$ cat src/rtl/uart_frame_scheduler_if.sv
// Handshake bundle between the frame scheduler, its two requesters and the shared uart_tx.
interface uart_frame_scheduler_if;
  logic        req0;
  logic [15:0] data0;
  logic        ack0;
  logic        req1;
  logic [15:0] data1;
  logic        ack1;
  logic        tx_transmit;
  logic [7:0]  tx_data;
  logic        tx_active;
  logic        tx_done;
  logic        busy;
  logic        grant;

  modport master (
    input  req0, data0, req1, data1, tx_active, tx_done,
    output ack0, ack1, tx_transmit, tx_data, busy, grant
  );

  modport slave (
    output req0, data0, req1, data1, tx_active, tx_done,
    input  ack0, ack1, tx_transmit, tx_data, busy, grant
  );
endinterface

$ cat src/rtl/uart_frame_scheduler.sv
// Round-robin sharing of one uart_tx between two requesters; sends MAGIC, payload and a
// serially computed CRC16 as an 8-byte frame, then holds an idle gap before the next grant.
module uart_frame_scheduler #(
  parameter logic [31:0] MAGIC      = 32'hDABBAD00,
  parameter logic [15:0] CRC_INIT   = 16'hFFFF,
  parameter int unsigned GAP_CYCLES = 256
) (
  input  logic                   clk,
  input  logic                   rst,
  uart_frame_scheduler_if.master bus
);
  localparam int              GW       = $clog2(GAP_CYCLES + 1);
  localparam logic [GW-1:0]   GAP_LOAD = GW'(GAP_CYCLES);
  localparam logic [15:0]     POLY     = 16'h8005;

  typedef enum logic [2:0] {IDLE, CRC, SEND, WAIT, GAP} state_t;

  state_t        state, state_nx;
  logic [15:0]   payload, crc, crc_step, pick_data;
  logic [47:0]   word;
  logic [5:0]    bit_cnt;
  logic [2:0]    idx;
  logic [GW-1:0] gap_cnt;
  logic          grant_r, rr_next, do_grant, pick, fb;
  logic [7:0]    frame_byte;

  assign do_grant  = (state == IDLE) && (bus.req0 || bus.req1) && !bus.tx_active;
  assign pick      = (bus.req0 && bus.req1) ? rr_next : bus.req1;
  assign pick_data = pick ? bus.data1 : bus.data0;

  // Serial CRC: the message word's MSB is shifted in first.
  assign fb       = crc[15] ^ word[47];
  assign crc_step = {crc[14:0], 1'b0} ^ (fb ? POLY : 16'h0000);

  always_comb begin
    frame_byte = 8'h00;
    case (idx)
      3'd0: frame_byte = MAGIC[31:24];
      3'd1: frame_byte = MAGIC[23:16];
      3'd2: frame_byte = MAGIC[15:8];
      3'd3: frame_byte = MAGIC[7:0];
      3'd4: frame_byte = payload[15:8];
      3'd5: frame_byte = payload[7:0];
      3'd6: frame_byte = crc[15:8];
      default: frame_byte = crc[7:0];
    endcase
  end

  always_comb begin
    state_nx        = state;
    bus.tx_transmit = 1'b0;
    bus.ack0        = 1'b0;
    bus.ack1        = 1'b0;
    case (state)
      IDLE: if (do_grant) state_nx = CRC;
      CRC:  if (bit_cnt == 6'd47) state_nx = SEND;
      SEND: if (!bus.tx_active) begin
        bus.tx_transmit = 1'b1;
        state_nx        = WAIT;
      end
      WAIT: if (bus.tx_done) begin
        if (idx == 3'd7) begin
          bus.ack0 = !grant_r;
          bus.ack1 = grant_r;
          state_nx = GAP;
        end else begin
          state_nx = SEND;
        end
      end
      GAP:  if (gap_cnt <= GW'(1)) state_nx = IDLE;
      default: state_nx = IDLE;
    endcase
  end

  assign bus.tx_data = (state == SEND || state == WAIT) ? frame_byte : 8'h00;
  assign bus.busy    = (state != IDLE);
  assign bus.grant   = grant_r;

  always_ff @(posedge clk or posedge rst) begin
    if (rst) begin
      state   <= IDLE;
      payload <= '0;
      crc     <= '0;
      word    <= '0;
      bit_cnt <= '0;
      idx     <= '0;
      gap_cnt <= '0;
      grant_r <= 1'b0;
      rr_next <= 1'b0;
    end else begin
      state <= state_nx;
      case (state)
        IDLE: if (do_grant) begin
          grant_r <= pick;
          rr_next <= ~pick;
          payload <= pick_data;
          word    <= {pick_data[7:0], pick_data[15:8], MAGIC[7:0],
                      MAGIC[15:8], MAGIC[23:16], MAGIC[31:24]};
          crc     <= CRC_INIT;
          bit_cnt <= '0;
          idx     <= '0;
        end
        CRC: begin
          crc     <= crc_step;
          word    <= {word[46:0], 1'b0};
          bit_cnt <= bit_cnt + 6'd1;
        end
        WAIT: if (bus.tx_done) begin
          if (idx != 3'd7) idx <= idx + 3'd1;
          else             gap_cnt <= GAP_LOAD;
        end
        GAP: if (gap_cnt != '0) gap_cnt <= gap_cnt - GW'(1);
        default: ;
      endcase
    end
  end
endmodule

$ cat src/flat_wrapper.sv
// flat-port wrapper written by rule: the top's interface ports become plain ports
module uart_frame_scheduler_flat 
#(
  parameter logic [31:0] MAGIC      = 32'hDABBAD00,
  parameter logic [15:0] CRC_INIT   = 16'hFFFF,
  parameter int unsigned GAP_CYCLES = 256
)
  (clk, rst, bus_req0, bus_data0, bus_req1, bus_data1, bus_tx_active, bus_tx_done, bus_ack0, bus_ack1, bus_tx_transmit, bus_tx_data, bus_busy, bus_grant);
  uart_frame_scheduler_if bus_i ();
  input  logic clk;
  input  logic rst;
  input wire logic [$bits(bus_i.req0)-1:0] bus_req0;
  input wire logic [$bits(bus_i.data0)-1:0] bus_data0;
  input wire logic [$bits(bus_i.req1)-1:0] bus_req1;
  input wire logic [$bits(bus_i.data1)-1:0] bus_data1;
  input wire logic [$bits(bus_i.tx_active)-1:0] bus_tx_active;
  input wire logic [$bits(bus_i.tx_done)-1:0] bus_tx_done;
  output wire logic [$bits(bus_i.ack0)-1:0] bus_ack0;
  output wire logic [$bits(bus_i.ack1)-1:0] bus_ack1;
  output wire logic [$bits(bus_i.tx_transmit)-1:0] bus_tx_transmit;
  output wire logic [$bits(bus_i.tx_data)-1:0] bus_tx_data;
  output wire logic [$bits(bus_i.busy)-1:0] bus_busy;
  output wire logic [$bits(bus_i.grant)-1:0] bus_grant;
  assign bus_i.req0 = bus_req0;
  assign bus_i.data0 = bus_data0;
  assign bus_i.req1 = bus_req1;
  assign bus_i.data1 = bus_data1;
  assign bus_i.tx_active = bus_tx_active;
  assign bus_i.tx_done = bus_tx_done;
  assign bus_ack0 = bus_i.ack0;
  assign bus_ack1 = bus_i.ack1;
  assign bus_tx_transmit = bus_i.tx_transmit;
  assign bus_tx_data = bus_i.tx_data;
  assign bus_busy = bus_i.busy;
  assign bus_grant = bus_i.grant;
  uart_frame_scheduler #(.MAGIC(MAGIC), .CRC_INIT(CRC_INIT), .GAP_CYCLES(GAP_CYCLES)) u_core (.clk(clk), .rst(rst), .bus(bus_i));
endmodule
$ cat config.mk
export PLATFORM = sky130hd
export DESIGN_NAME = uart_frame_scheduler_flat
export DESIGN_NICKNAME = d
export VERILOG_FILES = /design/src/rtl/uart_frame_scheduler_if.sv /design/src/rtl/uart_frame_scheduler.sv /design/src/flat_wrapper.sv
export SDC_FILE = /design/constraint.sdc
export NUM_CORES = 1
export LEC_CHECK = 0
export ABC_AREA = 1
export CAP_MARGIN = 5
export CORE_AREA = 8 8 128 130
export DETAILED_ROUTE_END_ITERATION = 7
export DIE_AREA = 0 0 136 138
export GPL_ROUTABILITY_DRIVEN = 0
export SYNTH_ARGS = -nofsm -noshare
export SYNTH_HDL_FRONTEND = slang
export SYNTH_SLANG_ARGS = --single-unit
$ cat constraint.sdc
create_clock -name clk -period 5.8 [get_ports clk]
set_input_delay 0.58 -clock clk [delete_from_list [all_inputs] [get_ports clk]]
set_output_delay 0.58 -clock clk [all_outputs]
set_load 0.01 [all_outputs]
Word level (Yosys, flattened, before mapping)
Index checks and enable logic that the tools add are counted.

Bits in registers: 103. Output and inout port bits: 13. Input bits: 38.

Equality and inequality tests: 21. Reduce and logical (&&, ||, !) cells: 19. Bitwise gates (word level): 3. Order comparisons: 1. Add/subtract/negate cells: 3. Multiplexer cells: 34.

Operators with widths (count): 48-bit one-hot mux with 2 select lines (1); 8-bit one-hot mux with 7 select lines (1); 16-bit two-way mux (3); 48-bit two-way mux (1); 16-bit one-hot mux with 2 select lines (1); 3-bit two-way mux (9); 9-bit two-way mux (3); 9-bit one-hot mux with 2 select lines (1); 16-bit bitwise XOR (1); 3-bit == test (second input constant) (5); 3-bit one-hot mux with 5 select lines (1); 3-bit by 2-bit == test with 1-bit output (second input constant) (4); 6-bit one-hot mux with 2 select lines (1); 9-bit by 1-bit less-or-equal comparator with 1-bit output (second input constant) (1); 1-bit two-way mux (9); 9-bit nonzero test (1); 9-bit by 1-bit subtractor with 9-bit output (second input constant) (1); 8-bit two-way mux (1); 2-bit by 1-bit inequality test with 1-bit output (second input constant) (4); 2-bit inequality test (second input constant) (4); 4-bit AND reduction (2); 6-bit by 1-bit adder with 6-bit output (second input constant) (1); 3-bit by 1-bit == test with 1-bit output (second input constant) (2); 6-bit == test (second input constant) (1); 14 further kinds (22).

Logic depth before layout (Yosys ltp)
Gate-level depths: netlist (run 1).

Depth after elaboration: 5. Mapped depth: 9. Gate-level depth less buffers: 9.

Worst setup path before layout (run 1)
No wires, ideal clock.

Path kind: register to output. Start point: reg u_core.idx[0]. End point: out bus_tx_data[3]. Cell stages (with the launch flop): 8. Data required time: 5220 ps. Path slack: 3866 ps. Arrival time: 1354 ps. Path buffers: 0. Path through: dfrtp_1 inv_1 ha_1 nor3_1 o21ai_0 inv_1 nor2_1 a21oi_1.

Longest elaborated chain between the ends: 3. Elaborated cells on any way between the ends: 9. Classes of those cells: eq/ne (6); mux (2); reduce/logical (1).

RTL lines: start: declaration (line uart_frame_scheduler.sv:22) `logic [2:0] idx;`; start signal: assignment (line uart_frame_scheduler.sv:109) `if (idx != 3'd7) idx <= idx + 3'd1;`; 3-bit == test (tied with other cells) (line uart_frame_scheduler.sv:37) `case (idx)`; 8-bit one-hot mux with 7 select lines (*) (line uart_frame_scheduler.sv:37); 8-bit two-way mux (*) (line uart_frame_scheduler.sv:75) `assign bus.tx_data = (state == SEND || state == WAIT) ? frame_byte : 8'h00;`; end: declaration (line flat_wrapper.sv:21) `output wire logic [$bits(bus_i.tx_data)-1:0] bus_tx_data;`.

Every way passes the cells marked *; elsewhere a longest branch is shown, timed or not.

Worst setup path after layout (run 1)
Start point: reg u_core.idx[0]. End point: out bus_tx_data[5].

Same word-level chain as after synthesis.

==> out/metrics.cfg, run 1 <==
[status]
run_status = completed

[synth]
synth_adder_area_share_pct = 2.04
ys.warnings.count = 0
ys_ff_latch = 102
synth_area_sq_um = 4910
synth_cell_type_count = 35
synth_top_family_by_area = simple AND/OR/NAND/NOR gates
syn-mean-instance-area_sq_um = 8.31
synth_nets = 637
async_flop_share_pct = 100
yosys.area_share.simple_pct = 23.3
synth_compound_area_share_pct = 13.6
netlist_instances = 591
synth_xor_xnor_area_share_pct = 0.713
ys_seq_area_share_pct = 51.9
synthMuxAreaShare_pct = 0
ys.flop_type = dfrtp_1
synth_edf_count = 0

[sta]
hold_viol_final = 0
min_period_ns = 3.17
slew_headroom_pct = 25.1
drv_slew = 0
setup_tns_ns = 0
worst_pin_slew_ns = 1.12
setup_ws_ns = 2.63
setup_violations = 0
clock_skew_ns = 0.00596
rsz0062_at_grt = no
timing.fmax_mhz = 316
fin_crit_sh_pct = 54.6

[global_route]
grt_pass1_wl_mm = 19.4
grt_pass1_vias = 3849
antenna_found_initial = 0
grt_use_total_pct = 12.7
grt_max_degree = 60
gr-total-overflow = 0

[power_and_ir_drop]
irDropWorstVdd_uv = 230
p_leak_nw = 2.77
power.density_nw_per_um2 = 486
power_mw = 2.82

[critical_path]
path_cells = inv_1, ha_1, nor3_1, o21ai_0, inv_1, nand2_1, a21oi_1, clkdlybuf4s50_1
critPathMostFrequentCell = inv_1
crit_fanout = 7
slowest_delay_ns = 0.61
cp-start-kind = flop
cp.required_ns = 5.22
worstPathArrival_ns = 2.59
path_buf_inv = 3
path_class = flop to output pin
cp-end-kind = output pin
crit_slowest_cell = clkdlybuf4s50_1
cp_top_family = buffers and inverters

[clocking]
holdBufCountCts = 0
clkLatencyLatePin_ns = 0.35
htreeDepth = 3
root_buffer = clkbuf_16
clkSlewWorstSetupHoldPaths_ns = 0.07
cts_sinks = 102
cts_resized = 0
cts_made_buffers = 9
cts_buffer_depth = 2
cts_tree = done
cts_setup_buffers = 0

[floorplan]
initial_core_util_pct = 34.3
num_rows = 44
num_io_pins = 51
core_sq_um = 14300
die_area_sq_um = 18800
fp.dieW_microns = 136
die_y_microns = 138

[detailed_routing]
viasPerCell = 4.91
drtIter0Drc = 372
dr_total_vias = 4028
dr.pass1.iters = 5
wire_per_inst_microns = 14.2
drc = 0
drt_wl_total_mm = 11.7
ant_nets = 0

[place]
dp.cells = 804
dp_hpwl_mm = 8.10
pre_cts_slack_ns = 2.57
port_buffers = 50

[min_path]
hold_class = flop to flop

[cells_and_area]
diodes = 0
fin_nets = 677
mostFrequentLayoutCell = nand2_1
fillers = 1466
final_cell_mix = nand2_1, dfrtp_1, inv_1, nand3_1, clkdlybuf4s50_1
area_delta_synth_final_pct = 17.9
layout-drive-gt1-share_pct = 5.82
final_cells = 820

[run]
max_cap_viol_count = 0

## final cells by class
type / instances / area (sq um) / area share, %
multi-input combinational: 393 / 1950 / 33.6
tap: 184 / 230 / 3.97
sequential: 102 / 2550 / 44.1
inverter: 74 / 280 / 4.84
clock buffer: 10 / 229 / 3.95
clock inverter: 6 / 45.0 / 0.778
timing repair buffer: 51 / 508 / 8.77
## worst register-to-register path: cells and delay by family (launching register included)
kind | cells | cell delay [ns]
simple gates | 3 | 1.14
buf+inv | 2 | 0.78
compound gates | 1 | 0.12
flops | 1 | 0.45
## worst paths after layout
kind                            cells past startpoint            start  slack (ns)                end
worst max-delay path                                8    u_core.idx[0]        2.63     bus_tx_data[5]
worst min-delay path                                2  u_core.word[37]        0.49    u_core.word[37]
worst max register to register                      6  u_core.state[1]        3.23     u_core.word[5]
worst min register to register                      2  u_core.word[37]        0.49    u_core.word[37]
max in group asynchronous                           3              rst        4.03    u_core.word[45]
min in group asynchronous                           2              rst        0.72  u_core.gap_cnt[3]
## flip-flops by register name (all words and copies together), names as in the netlist
name and cells:
u_core.crc 16, u_core.state 3, u_core.bus.grant 1, u_core.idx 3, u_core.rr_next 1, u_core.word 47, u_core.bit_cnt 6, u_core.gap_cnt 9
u_core.payload 16
## metal layers
metal | wire (microns) | up-vias | track usage (%) | share of wire, %
li1 | - | 2000 | - | -
met1 | 5780 | 1930 | 17.5 | 50
met2 | 5070 | 83 | 18.5 | 44
met3 | 602 | 15 | 3.04 | 5.2
met4 | 197 | 0 | 4.97 | 1.7
met5 | 0 | - | 0 | 0
## synth_stat cells, drive strengths merged, types with 2 or more instances
library cell | count | area [sq um]
xor2 | 3 | 26.3
nand2 | 160 | 623
a22oi | 6 | 45.0
o21a | 2 | 15.0
a21oi | 26 | 130
dfrtp | 102 | 2550
nand3 | 55 | 285
o21ai | 45 | 233
nand4 | 3 | 18.8
nor3 | 5 | 25.0
o22a | 13 | 114
ha | 8 | 100
clkbuf | 2 | 7.51
inv | 74 | 278
buf | 20 | 128
nor2 | 45 | 186
o22ai | 15 | 93.8
## through the flow
stage	area [sq um]	util, %	hold slack (ns)
finish	5790	40.5	0.487
global route	5790	40.5	0.522
CTS	5790	40.5	0.491
detailed placement	5520	38.6	0.475
global placement	5520	38.6	0.469
floorplan	4910	-	0.449
## report_power, final
part	switching (mW)	internal, mW
clock network	0.275	0.295
registers	0.146	0.992
logic	0.695	0.413
## logic make-up (layout without fill, tap and decap cells)
family          count (synthesis)  count (layout)
xor+xnor                        4               4
flops                         102             102
fa+ha+maj                       8               8
simple gates                  269             269
buf+inv                        96             141
compound gates                112             112
Note: power is estimated with default switching activity, not from simulation.
==> run 2, diff against run 1 <==
==> constraint.sdc (replaced) <==
create_clock -name clk -period 2.8 [get_ports clk]
set_input_delay 0.28 -clock clk [delete_from_list [all_inputs] [get_ports clk]]
set_output_delay 0.28 -clock clk [all_outputs]
set_load 0.01 [all_outputs]
==> out/metrics.cfg, run 2 (synthesis results as in run 1) <==
[power_and_ir_drop]
irDropWorstVdd_uv = 485  ; +110%
power.density_nw_per_um2 = 1010  ; +110%
p_switching_mw = 2.38  ; +110%
power.combinational.fraction_pct = 40.0  ; +0.7 points
p_seq_share_pct = 39.3  ; -1.1 points
power.internal_mw = 3.62  ; +110%
p_clk_share_pct = 20.7  ; +0.4 points
power_mw = 5.99  ; +110%
swShare_pct = 39.7  ; about the same
p_leak_nw = 2.83  ; +2.3%

[global_route]
grt_pass1_vias = 4076  ; +5.9%
antenna_found_initial = 0  ; unchanged
grt_max_degree = 35  ; -42%
gr-total-overflow = 0  ; unchanged
grt_use_total_pct = 13.6  ; +0.99 points
grt_pass1_wl_mm = 20.8  ; +7.1%

[clocking]
cts_setup_buffers = 0  ; unchanged
holdBufCountCts = 0  ; unchanged
cts_tree = done
htreeDepth = 3  ; unchanged
cts_made_buffers = 9  ; unchanged
cts_resized = 0  ; unchanged
cts_sinks = 102  ; unchanged
clkSlewWorstSetupHoldPaths_ns = 0.07  ; about the same
clkLatencyLatePin_ns = 0.36  ; about the same
cts_buffer_depth = 2  ; unchanged
root_buffer = clkbuf_16

[floorplan]
num_rows = 44  ; unchanged
die_y_microns = 138  ; unchanged
num_io_pins = 51  ; unchanged
initial_core_util_pct = 34.3  ; unchanged
die_area_sq_um = 18800  ; unchanged
fp.dieW_microns = 136  ; unchanged
core_sq_um = 14300  ; unchanged

[cells_and_area]
mostFrequentLayoutCell = nand2_1
top_register = u_core.word
diodes = 0  ; unchanged
layout-drive-gt1-share_pct = 7.30  ; +1.5 points
final_cells = 828  ; +0.98%
fin_nets = 685  ; +1.2%
reg_top3 = u_core.word (47), u_core.crc (16), u_core.payload (16)
largest_reg_flops = 47  ; unchanged
area_delta_synth_final_pct = 20.3
final_cell_mix = nand2_1, dfrtp_1, inv_1, nand3_1, clkdlybuf4s50_1

[detailed_routing]
drtIter0Drc = 383  ; +3.0%
viasPerCell = 4.95  ; +0.78%
dr.pass1.iters = 5  ; unchanged
drc = 0  ; unchanged
wire_per_inst_microns = 15.0  ; +5.3%
drt_wl_total_mm = 12.4  ; +6.3%
ant_nets = 0  ; unchanged
dr_total_vias = 4099  ; +1.8%

[critical_path]
r2r-start = u_core.state[2]
crit_fanout = 7  ; unchanged
path_class = flop to output pin
cp.required_ns = 2.52  ; -2.70 ns
reg2reg_slack_ns = 1.05  ; -2.18 ns
worstPathArrival_ns = 2.37  ; -0.22 ns
reg2reg_to = u_core.crc[2]
rr_worst_depth = 6  ; unchanged
cp-end-kind = output pin
cp-start-kind = flop

[sta]
fin_crit_sh_pct = 94.5
worst_pin_slew_ns = 0.801  ; -0.322 ns
rsz0062_at_grt = no
min_period_ns = 2.65
setup_tns_ns = 0  ; unchanged
clock_skew_ns = 0.0107  ; +0.00471 ns
slew_headroom_pct = 46.5  ; +21 points
fin_hold_ws_ns = 0.413  ; -0.0742 ns
timing.fmax_mhz = 378
hold_viol_final = 0  ; unchanged
setup_violations = 0  ; unchanged
drv_slew = 0  ; unchanged

[min_path]
hold_class = input port to async pin

[place]
dp.cells = 812  ; +1.0%
port_buffers = 50  ; unchanged
dp_hpwl_mm = 8.83  ; +9.0%

[run]
max_cap_viol_count = 0  ; unchanged

[status]
run_status = completed

## run 2: how the worst max path moves through the flow
stage / from / endpoint / slack [ns] / cells past startpoint
6_report: u_core.idx[0] / bus_tx_data[3] / 0.15 / 8
5_1_grt: u_core.idx[0] / bus_tx_data[3] / 0.04 / 8
4_1_cts: u_core.idx[0] / bus_tx_data[3] / 0.01 / 8
3_5_place_dp: u_core.idx[0] / bus_tx_data[3] / 0.41 / 8
3_3_place_gp: u_core.idx[0] / bus_tx_data[3] / 0.47 / 8
2_1_floorplan: u_core.idx[0] / bus_tx_data[3] / 1.17 / 7
## run 2: final cells by class
cell class | instances | area (sq um)
repair buffers | 59 | 608
fillers | 1412 | 8400
inverters | 74 | 282
multi-input cells | 393 | 1950
clock buffers | 10 | 239
clock inverters | 6 | 52.6
flip-flops and latches | 102 | 2550
well taps | 184 | 230
## run 2: routing by layer
layer	global-route usage (%)	up-vias	part of all wire, %
met5	0	-	0
met4	3.53	0	1.1
met3	3.99	13	6.8
met2	20.5	110	44
met1	18.7	1954	48
li1	-	2022	-
## run 2: worst max-delay path, stage by stage (launching register included)
cell	delay, ns
dfrtp_1	0.40
inv_1	0.11
ha_1	0.24
nor3_1	0.16
o21ai_1	0.12
inv_2	0.15
nor2_1	0.08
a21oi_1	0.19
clkdlybuf4s50_1	0.57
## run 2: power by group through the flow
stage          registers (mW)  clock network (mW)  logic [mW]
2_1_floorplan            2.29                   0        1.70
3_3_place_gp             2.36                   0        2.35
3_5_place_dp             2.38                   0        2.41
4_1_cts                  2.36                1.27        2.42
5_1_grt                  2.43                1.33        2.70
6_report                 2.36                1.24        2.40
## run 2: per-stage QoR
step / worst slack [ns] / util, % / cell area, sq um
after floorplan: 1.17 / - / 4920
after global placement: 0.467 / 39.2 / 5620
after detailed placement: 0.411 / 39.2 / 5620
after CTS: 0.0126 / 41.3 / 5910
after global routing: 0.0367 / 41.3 / 5910
final: 0.153 / 41.3 / 5910
==> run 3, diff against run 2 <==
--- a/config.mk
+++ b/config.mk
@@ -7,10 +7,11 @@
 export LEC_CHECK = 0
 export ABC_AREA = 1
 export CAP_MARGIN = 5
-export CORE_AREA = 8 8 128 130
+export CORE_AREA = 8 8 99 168
 export DETAILED_ROUTE_END_ITERATION = 7
-export DIE_AREA = 0 0 136 138
+export DIE_AREA = 0 0 107 176
 export GPL_ROUTABILITY_DRIVEN = 0
+export SKIP_LAST_GASP = 1
 export SYNTH_ARGS = -nofsm -noshare
 export SYNTH_HDL_FRONTEND = slang
 export SYNTH_SLANG_ARGS = --single-unit
==> out/metrics.cfg, run 3 (synthesis results as in run 1) <==
[status]
run_status = completed

[place]
pre_cts_slack_ns = 0.512  ; +0.101 ns
port_buffers = 50  ; unchanged
place_area_sq_um = 5590  ; -0.45%
dp_hpwl_mm = 8.95  ; +1.4%

[critical_path]
worstPathArrival_ns = 2.39  ; +0.02 ns
crit_fanout = 7  ; unchanged
cp-end-kind = output pin
path_class = flop to output pin
cp.required_ns = 2.52  ; about the same
worstSetupStartpoint = u_core.idx[0]
r2r-start = u_core.state[2]
cp-start-kind = flop
reg2reg_slack_ns = 1.00  ; -0.05 ns

[detailed_routing]
viasPerCell = 4.93  ; -0.37%
drtIter0Drc = 197  ; -49%
ant_nets = 0  ; unchanged
dr_total_vias = 4059  ; -0.98%
dr.pass1.iters = 4  ; -1
drc = 0  ; unchanged
drt_wl_total_mm = 12.0  ; -3.3%
wire_per_inst_microns = 14.6  ; -2.7%

[global_route]
use_met2_pct = 24.0  ; +3.6 points
grt_util_met3_pct = 2.59  ; -1.4 points
met1_usage_pct = 13.5  ; -5.2 points
gr-total-overflow = 0  ; unchanged
grt_pass1_vias = 4109  ; +0.81%
grt_pass1_wl_mm = 20.0  ; -3.7%
grt_use_total_pct = 13.3  ; -0.39 points
antenna_found_initial = 0  ; unchanged
grt_max_degree = 60  ; +71%
busiest_layer = met2

[clocking]
root_buffer = clkbuf_16
holdBufCountCts = 0  ; unchanged
htreeDepth = 3  ; unchanged
cts_sinks = 102  ; unchanged
clkLatencyLatePin_ns = 0.35  ; about the same
cts_made_buffers = 9  ; unchanged
cts_buffer_depth = 2  ; unchanged
cts_tree = done
cts_setup_buffers = 0  ; unchanged
clkSlewWorstSetupHoldPaths_ns = 0.07  ; about the same

[floorplan]
fp.dieW_microns = 107  ; -21%
num_io_pins = 51  ; unchanged
num_rows = 58  ; +32%
core_sq_um = 14300  ; -0.12%
die_area_sq_um = 18800  ; +0.34%
initial_core_util_pct = 34.4  ; +0.042 points
die_y_microns = 176  ; +28%

[cells_and_area]
top_register = u_core.word
layout-drive-gt1-share_pct = 6.84  ; -0.46 points
area_delta_synth_final_pct = 20.1
largest_reg_flops = 47  ; unchanged
diodes = 0  ; unchanged
fin_nets = 684  ; -0.15%
stdcell_area_sq_um = 5900  ; -0.21%
reg_top3 = u_core.word (47), u_core.crc (16), u_core.payload (16)
final_cell_mix = nand2_1, dfrtp_1, inv_1, nand3_1, clkdlybuf4s50_1
mostFrequentLayoutCell = nand2_1

[sta]
min_period_ns = 2.67  ; +0.0213 ns
fin_crit_sh_pct = 95.3  ; +0.76 points
rsz0062_at_grt = no
slew_headroom_pct = 56.8  ; +10 points
hold_viol_final = 0  ; unchanged
setup_ws_ns = 0.132  ; -0.0213 ns
drv_slew = 0  ; unchanged
fin_hold_ws_ns = 0.369  ; -0.0442 ns
clock_skew_ns = 0.00854  ; -0.00213 ns
setup_violations = 0  ; unchanged
setup_tns_ns = 0  ; unchanged
timing.fmax_mhz = 375  ; -0.80%
worst_pin_slew_ns = 0.647  ; -0.154 ns

[power_and_ir_drop]
irDropWorstVdd_uv = 482  ; -0.75%
power.density_nw_per_um2 = 1010  ; -0.15%
p_leak_nw = 2.82  ; -0.52%

[min_path]
hold_class = input port to async pin

[run]
max_cap_viol_count = 0  ; unchanged

run 3: timing repair:
item,CTS,global route
endpoints found under the hold margin,0,0
resized for setup,0,1
setup endpoints to repair,0,2
run 3: worst paths after layout:
path,to,cells past startpoint
worst max-delay path,bus_tx_data[6],7
max in group asynchronous,u_core.word[41],3
worst min-delay path,u_core.gap_cnt[0],2
worst max register to register,u_core.bit_cnt[1],8
min in group clk,u_core.word[36],2
worst min register to register,u_core.word[36],2
run 3: layout make-up:
cell class,count,area [sq um]
clock buffers,11,243
clock inverters,5,63.8
fillers,1420,8400
inverters,74,282
multi-input cells,393,1950
flip-flops and latches,102,2550
well taps,180,225
repair buffers,58,586
run 3: per-stage QoR:
step	total power, mW	instances	utilization, %
after floorplan	4.00	591	-
after global placement	4.68	807	39.1
after detailed placement	4.76	807	39.1
after CTS	6.05	823	41.3
after global routing	6.45	823	41.3
final	5.97	823	41.3
run 3: per-layer routing:
layer  part of all wire, %  up-vias  routed length [microns]
met4                   5.2        0                      617
met1                    38     1937                     4600
met3                   3.5       32                      414
met2                    53       83                     6340
met5                     0        -                        0
li1                      -     2007                        -
run 3: worst max-delay path, stage by stage (launching register included):
cell	delay, ns
dfrtp_1	0.41
inv_1	0.12
ha_1	0.20
nand2_1	0.20
o22ai_1	0.34
nor2_1	0.08
a21oi_1	0.16
clkdlybuf4s50_1	0.55
run 3: where the power goes:
part | internal (mW) | switching, mW | total, mW
clock | 0.726 | 0.548 | 1.27
combinational | 0.914 | 1.42 | 2.33
sequential | 2.05 | 0.316 | 2.37
